File: src/rtl/legv8_enc_pkg.sv
// legv8_enc_pkg: op codes, opcodes, field widths, FSM states and the LEGv8 field packer.
package legv8_enc_pkg;
  typedef enum logic [3:0] {
    OP_ADD, OP_SUB, OP_AND, OP_ORR, OP_EOR, OP_LSL, OP_LSR,
    OP_ADDI, OP_SUBI, OP_ANDI, OP_ORRI, OP_LDUR, OP_STUR, OP_B, OP_CBZ, OP_ILL
  } op_e;
  typedef enum logic [1:0] {S_IDLE, S_RUN, S_DRAIN, S_DONE} state_e;
  localparam int OPW  = 4;
  localparam int RW   = 5;
  localparam int SHW  = 6;
  localparam int IMMW = 26;
  localparam logic [10:0] OPC_ADD  = 11'h458, OPC_SUB  = 11'h658, OPC_AND = 11'h450,
                          OPC_ORR  = 11'h550, OPC_EOR  = 11'h650, OPC_LSL = 11'h69B,
                          OPC_LSR  = 11'h69A, OPC_LDUR = 11'h7C2, OPC_STUR = 11'h7C0;
  localparam logic [9:0]  OPC_ADDI = 10'h244, OPC_SUBI = 10'h344, OPC_ANDI = 10'h248,
                          OPC_ORRI = 10'h2C8;
  localparam logic [5:0]  OPC_B    = 6'h05;
  localparam logic [7:0]  OPC_CBZ  = 8'hB4;
  typedef struct packed {
    logic [31:0] word;
    logic        illegal;
    logic        bad_imm;
  } enc_t;
  // I-type immediates are unsigned; D and CB are signed, so upper bits must replicate the field sign
  function automatic enc_t encode(input op_e op, input logic [RW-1:0] rd, rn, rm,
                                  input logic [SHW-1:0] sh, input logic [IMMW-1:0] imm);
    enc_t e;
    e = '0;
    case (op)
      OP_ADD:  e.word = {OPC_ADD, rm, sh, rn, rd};
      OP_SUB:  e.word = {OPC_SUB, rm, sh, rn, rd};
      OP_AND:  e.word = {OPC_AND, rm, sh, rn, rd};
      OP_ORR:  e.word = {OPC_ORR, rm, sh, rn, rd};
      OP_EOR:  e.word = {OPC_EOR, rm, sh, rn, rd};
      OP_LSL:  e.word = {OPC_LSL, rm, sh, rn, rd};
      OP_LSR:  e.word = {OPC_LSR, rm, sh, rn, rd};
      OP_ADDI: e.word = {OPC_ADDI, imm[11:0], rn, rd};
      OP_SUBI: e.word = {OPC_SUBI, imm[11:0], rn, rd};
      OP_ANDI: e.word = {OPC_ANDI, imm[11:0], rn, rd};
      OP_ORRI: e.word = {OPC_ORRI, imm[11:0], rn, rd};
      OP_LDUR: e.word = {OPC_LDUR, imm[8:0], 2'b00, rn, rd};
      OP_STUR: e.word = {OPC_STUR, imm[8:0], 2'b00, rn, rd};
      OP_B:    e.word = {OPC_B, imm};
      OP_CBZ:  e.word = {OPC_CBZ, imm[18:0], rd};
      default: e.illegal = 1'b1;
    endcase
    case (op)
      OP_ADDI, OP_SUBI, OP_ANDI, OP_ORRI: e.bad_imm = |imm[25:12];
      OP_LDUR, OP_STUR: e.bad_imm = imm[25:8] != {18{imm[8]}};
      OP_CBZ: e.bad_imm = imm[25:18] != {8{imm[18]}};
      default: e.bad_imm = 1'b0;
    endcase
    return e;
  endfunction
endpackage

File: src/rtl/legv8_instr_encoder_if.sv
// legv8_instr_encoder_if: symbolic-instruction input stream and instruction-memory write port.
interface legv8_instr_encoder_if
  import legv8_enc_pkg::*;
#(parameter int ADDR_W = 32);
  logic              in_valid, in_ready, in_last;
  logic [OPW-1:0]    in_op;
  logic [RW-1:0]     in_rd, in_rn, in_rm;
  logic [SHW-1:0]    in_shamt;
  logic [IMMW-1:0]   in_imm;
  logic              imem_we, imem_stall;
  logic [ADDR_W-1:0] imem_addr;
  logic [31:0]       imem_wdata;
  modport master (
    output in_valid, in_op, in_rd, in_rn, in_rm, in_shamt, in_imm, in_last, imem_stall,
    input  in_ready, imem_we, imem_addr, imem_wdata
  );
  modport slave (
    input  in_valid, in_op, in_rd, in_rn, in_rm, in_shamt, in_imm, in_last, imem_stall,
    output in_ready, imem_we, imem_addr, imem_wdata
  );
endinterface

File: src/rtl/legv8_enc_fifo.sv
// legv8_enc_fifo: synchronous FIFO with a combinational head and full/empty flags.
module legv8_enc_fifo #(
  parameter int DEPTH = 4,
  parameter int W     = 32
) (
  input  logic         clk,
  input  logic         rst_n,
  input  logic         wr,
  input  logic         rd,
  input  logic [W-1:0] din,
  output logic [W-1:0] dout,
  output logic         full,
  output logic         empty
);
  localparam int AW = $clog2(DEPTH);
  logic [W-1:0] mem_q [DEPTH];
  logic [AW:0]  wp_q, rp_q;
  assign empty = wp_q == rp_q;
  assign full  = (wp_q[AW] != rp_q[AW]) && (wp_q[AW-1:0] == rp_q[AW-1:0]);
  assign dout  = mem_q[rp_q[AW-1:0]];
  always_ff @(posedge clk)
    if (wr && !full) mem_q[wp_q[AW-1:0]] <= din;
  always_ff @(posedge clk) begin
    if (!rst_n) begin
      wp_q <= '0;
      rp_q <= '0;
    end else begin
      if (wr && !full) wp_q <= wp_q + (AW+1)'(1);
      if (rd && !empty) rp_q <= rp_q + (AW+1)'(1);
    end
  end
endmodule

File: src/rtl/legv8_instr_encoder.sv
// legv8_instr_encoder: packs symbolic LEGv8 instructions into words and writes them
// sequentially to instruction memory through a FIFO and a stall-tolerant output register.
module legv8_instr_encoder
  import legv8_enc_pkg::*;
#(
  parameter int ADDR_W = 32,
  parameter int DEPTH  = 4
) (
  input  logic                  clk,
  input  logic                  rst_n,
  input  logic                  start,
  input  logic [ADDR_W-1:0]     base_addr,
  legv8_instr_encoder_if.slave  bus,
  output logic                  busy,
  output logic                  done,
  output logic                  err_illegal,
  output logic                  err_imm,
  output logic [ADDR_W-1:0]     words
);
  state_e            state_q;
  logic [ADDR_W-1:0] addr_q, words_q;
  logic [31:0]       wdata_q, head;
  logic              we_q, busy_q, done_q, ill_q, imm_q;
  logic              acc, push, adv, pop, full, empty;
  enc_t              enc;
  assign enc          = encode(op_e'(bus.in_op), bus.in_rd, bus.in_rn, bus.in_rm, bus.in_shamt, bus.in_imm);
  assign bus.in_ready = (state_q == S_RUN) && !full;
  assign acc          = bus.in_valid && bus.in_ready;
  assign push         = acc && !enc.illegal;
  // The output register advances when idle or when its current word is being taken
  assign adv          = !we_q || !bus.imem_stall;
  assign pop          = adv && !empty;
  legv8_enc_fifo #(.DEPTH(DEPTH), .W(32)) u_fifo (
    .clk(clk), .rst_n(rst_n), .wr(push), .rd(pop), .din(enc.word),
    .dout(head), .full(full), .empty(empty)
  );
  always_ff @(posedge clk) begin
    if (!rst_n) begin
      state_q <= S_IDLE;
      addr_q  <= '0;
      words_q <= '0;
      wdata_q <= '0;
      we_q    <= 1'b0;
      busy_q  <= 1'b0;
      done_q  <= 1'b0;
      ill_q   <= 1'b0;
      imm_q   <= 1'b0;
    end else begin
      if (adv) we_q <= !empty;
      if (pop) wdata_q <= head;
      if (we_q && !bus.imem_stall) begin
        addr_q  <= addr_q + ADDR_W'(4);
        words_q <= words_q + ADDR_W'(1);
      end
      done_q <= 1'b0;
      case (state_q)
        S_IDLE: if (start) begin
          state_q <= S_RUN;
          busy_q  <= 1'b1;
          addr_q  <= base_addr & ~ADDR_W'(3);
          words_q <= '0;
          ill_q   <= 1'b0;
          imm_q   <= 1'b0;
        end
        S_RUN: if (acc) begin
          ill_q <= ill_q | enc.illegal;
          imm_q <= imm_q | enc.bad_imm;
          if (bus.in_last) state_q <= S_DRAIN;
        end
        S_DRAIN: if (empty && !we_q) begin
          state_q <= S_DONE;
          done_q  <= 1'b1;
        end
        S_DONE: begin
          state_q <= S_IDLE;
          busy_q  <= 1'b0;
        end
      endcase
    end
  end
  assign bus.imem_we    = we_q;
  assign bus.imem_addr  = addr_q;
  assign bus.imem_wdata = wdata_q;
  assign busy           = busy_q;
  assign done           = done_q;
  assign err_illegal    = ill_q;
  assign err_imm        = imm_q;
  assign words          = words_q;
endmodule

File: src/flat_wrapper.sv
// flat-port wrapper written by rule: the top's interface ports become plain ports
module legv8_instr_encoder_flat import legv8_enc_pkg::*;
#(
  parameter int ADDR_W = 32,
  parameter int DEPTH  = 4
)
  (clk, rst_n, start, base_addr, busy, done, err_illegal, err_imm, words, bus_in_valid, bus_in_op, bus_in_rd, bus_in_rn, bus_in_rm, bus_in_shamt, bus_in_imm, bus_in_last, bus_imem_stall, bus_in_ready, bus_imem_we, bus_imem_addr, bus_imem_wdata);
  legv8_instr_encoder_if #(.ADDR_W(ADDR_W)) bus_i ();
  input  logic clk;
  input  logic rst_n;
  input  logic start;
  input  logic [ADDR_W-1:0] base_addr;
  output logic busy;
  output logic done;
  output logic err_illegal;
  output logic err_imm;
  output logic [ADDR_W-1:0] words;
  input wire logic [$bits(bus_i.in_valid)-1:0] bus_in_valid;
  input wire logic [$bits(bus_i.in_op)-1:0] bus_in_op;
  input wire logic [$bits(bus_i.in_rd)-1:0] bus_in_rd;
  input wire logic [$bits(bus_i.in_rn)-1:0] bus_in_rn;
  input wire logic [$bits(bus_i.in_rm)-1:0] bus_in_rm;
  input wire logic [$bits(bus_i.in_shamt)-1:0] bus_in_shamt;
  input wire logic [$bits(bus_i.in_imm)-1:0] bus_in_imm;
  input wire logic [$bits(bus_i.in_last)-1:0] bus_in_last;
  input wire logic [$bits(bus_i.imem_stall)-1:0] bus_imem_stall;
  output wire logic [$bits(bus_i.in_ready)-1:0] bus_in_ready;
  output wire logic [$bits(bus_i.imem_we)-1:0] bus_imem_we;
  output wire logic [$bits(bus_i.imem_addr)-1:0] bus_imem_addr;
  output wire logic [$bits(bus_i.imem_wdata)-1:0] bus_imem_wdata;
  assign bus_i.in_valid = bus_in_valid;
  assign bus_i.in_op = bus_in_op;
  assign bus_i.in_rd = bus_in_rd;
  assign bus_i.in_rn = bus_in_rn;
  assign bus_i.in_rm = bus_in_rm;
  assign bus_i.in_shamt = bus_in_shamt;
  assign bus_i.in_imm = bus_in_imm;
  assign bus_i.in_last = bus_in_last;
  assign bus_i.imem_stall = bus_imem_stall;
  assign bus_in_ready = bus_i.in_ready;
  assign bus_imem_we = bus_i.imem_we;
  assign bus_imem_addr = bus_i.imem_addr;
  assign bus_imem_wdata = bus_i.imem_wdata;
  legv8_instr_encoder #(.ADDR_W(ADDR_W), .DEPTH(DEPTH)) u_core (.clk(clk), .rst_n(rst_n), .start(start), .base_addr(base_addr), .bus(bus_i), .busy(busy), .done(done), .err_illegal(err_illegal), .err_imm(err_imm), .words(words));
endmodule
File: config.mk
export PLATFORM = sky130hd
export DESIGN_NAME = legv8_instr_encoder_flat
export DESIGN_NICKNAME = d
export VERILOG_FILES = /design/src/rtl/legv8_enc_pkg.sv /design/src/rtl/legv8_instr_encoder_if.sv /design/src/rtl/legv8_enc_fifo.sv /design/src/rtl/legv8_instr_encoder.sv /design/src/flat_wrapper.sv
export SDC_FILE = /design/constraint.sdc
export NUM_CORES = 1
export LEC_CHECK = 0
export ABC_AREA = 1
export BUFFER_PORTS_ARGS = -buffer_cell sky130_fd_sc_hd__clkbuf_2
export CORE_MARGIN = 4
export CORE_UTILIZATION = 51
export CTS_CLUSTER_DIAMETER = 150
export DETAILED_ROUTE_END_ITERATION = 12
export PLACE_DENSITY = 0.76
export SKIP_LAST_GASP = 1
export SYNTH_ARGS = -nofsm -noshare
export SYNTH_HDL_FRONTEND = slang
export SYNTH_HIERARCHICAL = 1
export SYNTH_SLANG_ARGS = --single-unit
File: constraint.sdc
create_clock -name clk -period 8.71 [get_ports clk]
set_input_delay 0.871 -clock clk [delete_from_list [all_inputs] [get_ports clk]]
set_output_delay 0.871 -clock clk [all_outputs]
set_load 0.02 [all_outputs]
* Word level (Yosys, flattened, before mapping) *
Memory sizes are Yosys's and may differ from the RTL's. A register that Yosys moved wholly into a read port is not among the register bits.
Index checks and enable logic that the tools add are counted.

word-level totals
  register bits after elaboration = 77
  output and inout bits = 102
  logic and storage cells = 94
  memory bits (writable) = 128
  memories = 1

memory list
  name                 depth  width  read ports  clocked after memory_dff  wr ports  line                  RTL
  u_core.u_fifo.mem_q  4      32     1           1                         1         legv8_enc_fifo.sv:16  logic [W-1:0] mem_q [DEPTH];

operators by class
  eq/ne operators = 26
  bitwise gates (word level) = 2
  mux-type cells = 24
  reductions and logical operators = 27
  add/subtract/negate cells = 4

operator list
  cell                   count
  $pmux 32 s15           1
  $mux 32                6
  $add 32x1->32 const B  1
  $add 32x3->32 const B  1
  $eq 4x4->1 const B     7
  $ne 17x17->1           1
  $eq 4x3->1 const B     4
  $reduce_or 15->1       1
  $reduce_or 14->1       1
  $logic_and 1x1->1      9
  $eq 4x2->1 const B     2
  $mux 1                 8
  $mux 2                 4
  $pmux 2 s4             1
  $ne 7x7->1             1
  $add 3x1->3 const B    2
  $pmux 1 s2             3
  $logic_not 1->1        5
  $eq 2x2->1 const B     2
  $eq 4x1->1 const B     1
  $logic_not 4->1        1
  $ne 2x1->1 const B     2
  $ne 2x2->1 const B     2
  $reduce_and 2->1       2
  other kinds (13)       15

* Longest topological paths before layout *
  word-level depth = 9
  depth in mapped cells = 14

* By module *
Netlist, hierarchy kept.

by module, submodules not included
  module               cells an instance  area an instance (um2)  seq. area each (um2)  times used
  legv8_instr_encoder  933                5960.7                  2021.9                1
  legv8_enc_fifo       384                5231.3                  4003.8                1

* Least setup slack after synthesis *
No wires, ideal clock.

  path type = flip-flop to flip-flop
  from = register u_core.u_fifo.wp_q[0]
  to = memory u_core.u_fifo.mem_q[0][0] (enable)
  data required time = 8.289 ns
  arrival = 3.000 ns
  cell stages (with the launch flop) = 11
  clock period less this slack = 3.421 ns
  path slack = 5.289 ns
  cell sequence = dfxtp_1 inv_1 nand2_1 nand2_2 nand3_4 inv_1 nor2_1 nand2_1 nor2_1 nand2_1 nor2_1

on the way
  longest elaborated chain between the ends = 9

RTL lines
  what                          line                       RTL
  from (decl)                   legv8_enc_fifo.sv:17       logic [AW:0] wp_q, rp_q;
  from (signal assigned)        legv8_enc_fifo.sv:28       if (wr && !full) wp_q <= wp_q + (AW+1)'(1);
  $eq 2x2->1                    legv8_enc_fifo.sv:19       assign full = (wp_q[AW] != rp_q[AW]) && (wp_q[AW-1:0] == rp_q[AW-1:0]);
  $logic_and 1x1->1             legv8_enc_fifo.sv:19
  via u_core.full               legv8_instr_encoder.sv:24  logic acc, push, adv, pop, full, empty;
  $logic_not 1->1               legv8_instr_encoder.sv:27  assign bus.in_ready = (state_q == S_RUN) && !full;
  $logic_and 1x1->1             legv8_instr_encoder.sv:27
  via bus_in_ready              flat_wrapper.sv:27         output wire logic [$bits(bus_i.in_ready)-1:0] bus_in_ready;
  $logic_and 1x1->1             legv8_instr_encoder.sv:28  assign acc = bus.in_valid && bus.in_ready;
  $logic_and 1x1->1             legv8_instr_encoder.sv:29  assign push = acc && !enc.illegal;
  via u_core.push               legv8_instr_encoder.sv:24
  $logic_and 1x1->1             legv8_enc_fifo.sv:22       if (wr && !full) mem_q[wp_q[AW-1:0]] <= din;
  $mux 1                        legv8_enc_fifo.sv:22
  $mux 1 (implied by the code)  legv8_enc_fifo.sv:22
  to (decl)                     legv8_enc_fifo.sv:16

The timed path passes the listed nets, and every way through them passes these cells.

* Worst setup path in the final report *
  from = register u_core.u_fifo.wp_q[0]
  to = memory u_core.u_fifo.mem_q[1][10] (enable)

on the way
  longest elaborated chain between the ends = 9

RTL lines
  what                          line
  $eq 2x2->1                    legv8_enc_fifo.sv:19
  $logic_and 1x1->1             legv8_enc_fifo.sv:19
  via u_core.full               legv8_instr_encoder.sv:24
  $logic_not 1->1               legv8_instr_encoder.sv:27
  $logic_and 1x1->1             legv8_instr_encoder.sv:27
  $logic_and 1x1->1             legv8_instr_encoder.sv:28
  $logic_and 1x1->1             legv8_instr_encoder.sv:29
  via u_core.push               legv8_instr_encoder.sv:24
  $logic_and 1x1->1             legv8_enc_fifo.sv:22
  $mux 1                        legv8_enc_fifo.sv:22
  $mux 1 (implied by the code)  legv8_enc_fifo.sv:22

The timed path passes the listed nets, and every way through them passes these cells.

==> impl_metrics.toml <==
[sta]
final.hold.worst_slack_ns = 0.472
maxSlewViolCount = 0
max_slew_margin_pct = 42.3
timing.setup.tns_ns = 0
layout_setup_ws_ns = 5.54
grt_setup_unrepaired = "false"
report.final.setup_viol = 0
worstMarginPinSlew_ns = 0.865
fin_worst_skew_ns = 0.0140
finalCriticalPeriod_ns = 3.17
final.period_utilization_pct = 36.4
max_freq_mhz = 316
count_of_final_hold_check_violations = 0

[yosys]
synth_seq_cells = 237
dominant_cell_type_by_area_after_synthesis = "sky130_fd_sc_hd__edfxtp_1"
netlist_area_um2 = 11200
synth_top_cells_by_count = "sky130_fd_sc_hd__nor2_1 (249), sky130_fd_sc_hd__nand2_1 (219), sky130_fd_sc_hd__o21ai_0 (139)"
synth_top_area_share_pct = 34.3
synth_flop_cell = "sky130_fd_sc_hd__edfxtp_1"
synth_warnings = 6
yosys.cell_count.top_type = "sky130_fd_sc_hd__nor2_1"
post_synth_inst_count = 1317
synth_area_leaders = "sky130_fd_sc_hd__edfxtp_1 (34%), sky130_fd_sc_hd__dfxtp_1 (19%), sky130_fd_sc_hd__nor2_1 (8.4%)"
number_of_flops_mapped_to_enable_cells_by_yosys = 128
synth-async-reset-ratio_pct = 0
yosysUniqueCellTypes = 50
synth.yosys.seq_area_share_pct = 53.8
post_synthesis_mean_instance_area_um2 = 8.50

[grt]
grtUsageMet1_pct = 31.2
grtUsageTotal_pct = 22.9
grt_pass1_wl_um = 45500
grtUsageMet2_pct = 38.4
global_route.peak_usage_layer = "met2"
grt_pass1_vias = 9021
grt_start_max_net_pins = 69
met3_usage_pct = 4.30
number_of_antenna_violations_at_the_first_check_in_global_routing = 0
overflow = 0

[placed_design]
dpl.cell_count = 1739
place_hpwl_um = 19800
port-buffer-count = 186
gpl.final_weighted_congestion = 0.924
detailedPlace.worstSlack_ns = 5.17
dpl_cell_area_um2 = 12300

[clocking]
post_cts_hold_fix_bufs = 0
postCtsResizedCells = 0
cts_inserted_buffers = 25
number_of_clock_sinks = 237
h-tree-depth = 1
clkLatencyLatePin_ns = 0.53
clock_tree_from_tritoncts = "yes"
clk_root_buffer_cell = "sky130_fd_sc_hd__clkbuf_16"
max-clock-path-buffers = 3
post_cts_buffers = 0
clk_slew_on_worst_s_h_paths_ns = 0.06

[min_path]
worstHoldEndpoint = "u_core/err_illegal"
worstHoldPathType = "reg2reg"
hp-start = "u_core/err_illegal"
worst_hold_path.num_cells = 2

[cells_and_area]
final_core_util_pct = 61.9
area_growth_syn_to_layout_pct = 17.7
fin_cells = 1784
final_area_um2 = 13200
finish.net_count = 1592
n_fill_cell = 1863
num_antenna_cells = 0
drive_above_1_share_pct = 18.2

[outcome]
run_status = "finished clean"

[worst_setup_path]
crit_type = "reg2reg"
rr_endpoint = "u_core/u_fifo/mem_q[1][10]"
crit_path_start_kind = "flop"
crit-reg2reg-launch = "u_core/u_fifo/wp_q[0]"
critical_path_peak_fanout = 18
r2r_cell_count = 11
cp_data_required_time_ns = 8.91
critical_path.endpoint_type = "flop"
reg2reg_slack_ns = 5.54
cp.arrival_ns = 3.37

[power]
leakagePower_nw = 5.29
vdd_drop_max_v = 0.000165
powerDensity_nw_per_um2 = 270
report.power.total_mw = 3.56

[floorplan]
die_y_um = 156
floorplan.io_pins = 191
core.rowCount = 53
die_w_um = 156
core_um2 = 21300
dieArea_um2 = 24400
floorplan.initialDensity_pct = 52.6

[route]
routed_wire_length_per_instance_um = 16.3
route.final.wire_length_um = 29200
routed_vias = 9811
drt_drc_violations_left = 0
pre_repair_dr_iteration_count = 6
drt_iter0_drc = 816
detail_route.vias_per_cell = 5.50
drt.antenna.violating_nets = 0

[run]
drv_cap = 0
[placed cells by master (no fill, tap or decap), types with 25 or more instances in the layout]
master and count:
sky130_fd_sc_hd__nor2_1 246, sky130_fd_sc_hd__nand2_1 219, sky130_fd_sc_hd__clkbuf_2 186, sky130_fd_sc_hd__o21ai_0 139
sky130_fd_sc_hd__edfxtp_1 128, sky130_fd_sc_hd__inv_1 118, sky130_fd_sc_hd__dfxtp_1 108, sky130_fd_sc_hd__a21oi_1 61
sky130_fd_sc_hd__nand3_1 46, sky130_fd_sc_hd__o22ai_1 42, sky130_fd_sc_hd__clkbuf_16 25
[how the worst max path moves through the flow]
| stage | startpoint | to | slack (ns) | cells past startpoint |
|---|---|---|---|---|
| final | u_core/u_fifo/wp_q[0] | u_core/u_fifo/mem_q[1][10] | 5.54 | 11 |
| after floorplan | u_core/u_fifo/wp_q[0] | u_core/u_fifo/mem_q[0][0] | 5.29 | 10 |
| after global routing | u_core/u_fifo/wp_q[0] | u_core/u_fifo/mem_q[1][10] | 5.19 | 11 |
| after detailed placement | rst_n | u_core/words[19] | 5.17 | 7 |
| after CTS | u_core/u_fifo/wp_q[0] | u_core/u_fifo/mem_q[1][10] | 5.53 | 11 |
| after global placement | rst_n | u_core/words[19] | 5.22 | 7 |
[where the power goes]
part / internal [mW] / switching [mW]
Sequential: 1.33 / 0.103
Clock: 0.644 / 0.432
Combinational: 0.316 / 0.737
[state kept, by name (all words and copies together), names as in the netlist, 2 cells and up, named ones only]
| register | flops |
|---|---|
| u_core/u_fifo/wp_q | 3 |
| u_core/bus.imem_wdata | 32 |
| u_core/u_fifo/mem_q | 128 |
| u_core/state_q | 2 |
| u_core/bus.imem_addr | 30 |
| u_core/u_fifo/rp_q | 3 |
| u_core/words | 32 |
[per-layer routing]
layer	vias up	wire, um
met5	-	0
met4	0	549
met3	46	2520
met2	418	13600
met1	4549	12500
li1	4798	-
[layout make-up]
type                       instances  area (um^2)  share of cell area, %
clock buffer                      38          774                   5.88
clock inverter                     7         78.8                  0.599
inverter                         122          460                   3.50
multi-input combinational        909         4480                   34.0
sequential                       237         6030                   45.8
tap                              275          344                   2.61
timing repair buffer             196         1010                   7.64
[worst max-delay path, stage by stage, from the launching register on]
cell,delay (ns)
sky130_fd_sc_hd__dfxtp_1,0.43
sky130_fd_sc_hd__inv_1,0.12
sky130_fd_sc_hd__nand2_1,0.10
sky130_fd_sc_hd__nand2_2,0.09
sky130_fd_sc_hd__nand3_4,0.12
sky130_fd_sc_hd__inv_1,0.05
sky130_fd_sc_hd__nor2_1,0.18
sky130_fd_sc_hd__nand2_1,0.11
sky130_fd_sc_hd__nor2_1,0.32
sky130_fd_sc_hd__nand2_1,0.20
sky130_fd_sc_hd__nor2_2,0.70
sky130_fd_sc_hd__buf_4,0.42
[cell families after synthesis]
family / count (synthesis) / share of synthesized area (%)
XOR/XNOR: 24 / 1.88
flip-flops: 237 / 53.8
AO/OA/AOI/OAI: 278 / 13.7
adder cells (fa/ha/maj): 12 / 1.34
other: 1 / 0.0335
buffers and inverters: 172 / 6.26
AND/OR/NAND/NOR: 593 / 23.0
No activity file was read; power rests on OpenSTA's default activity.
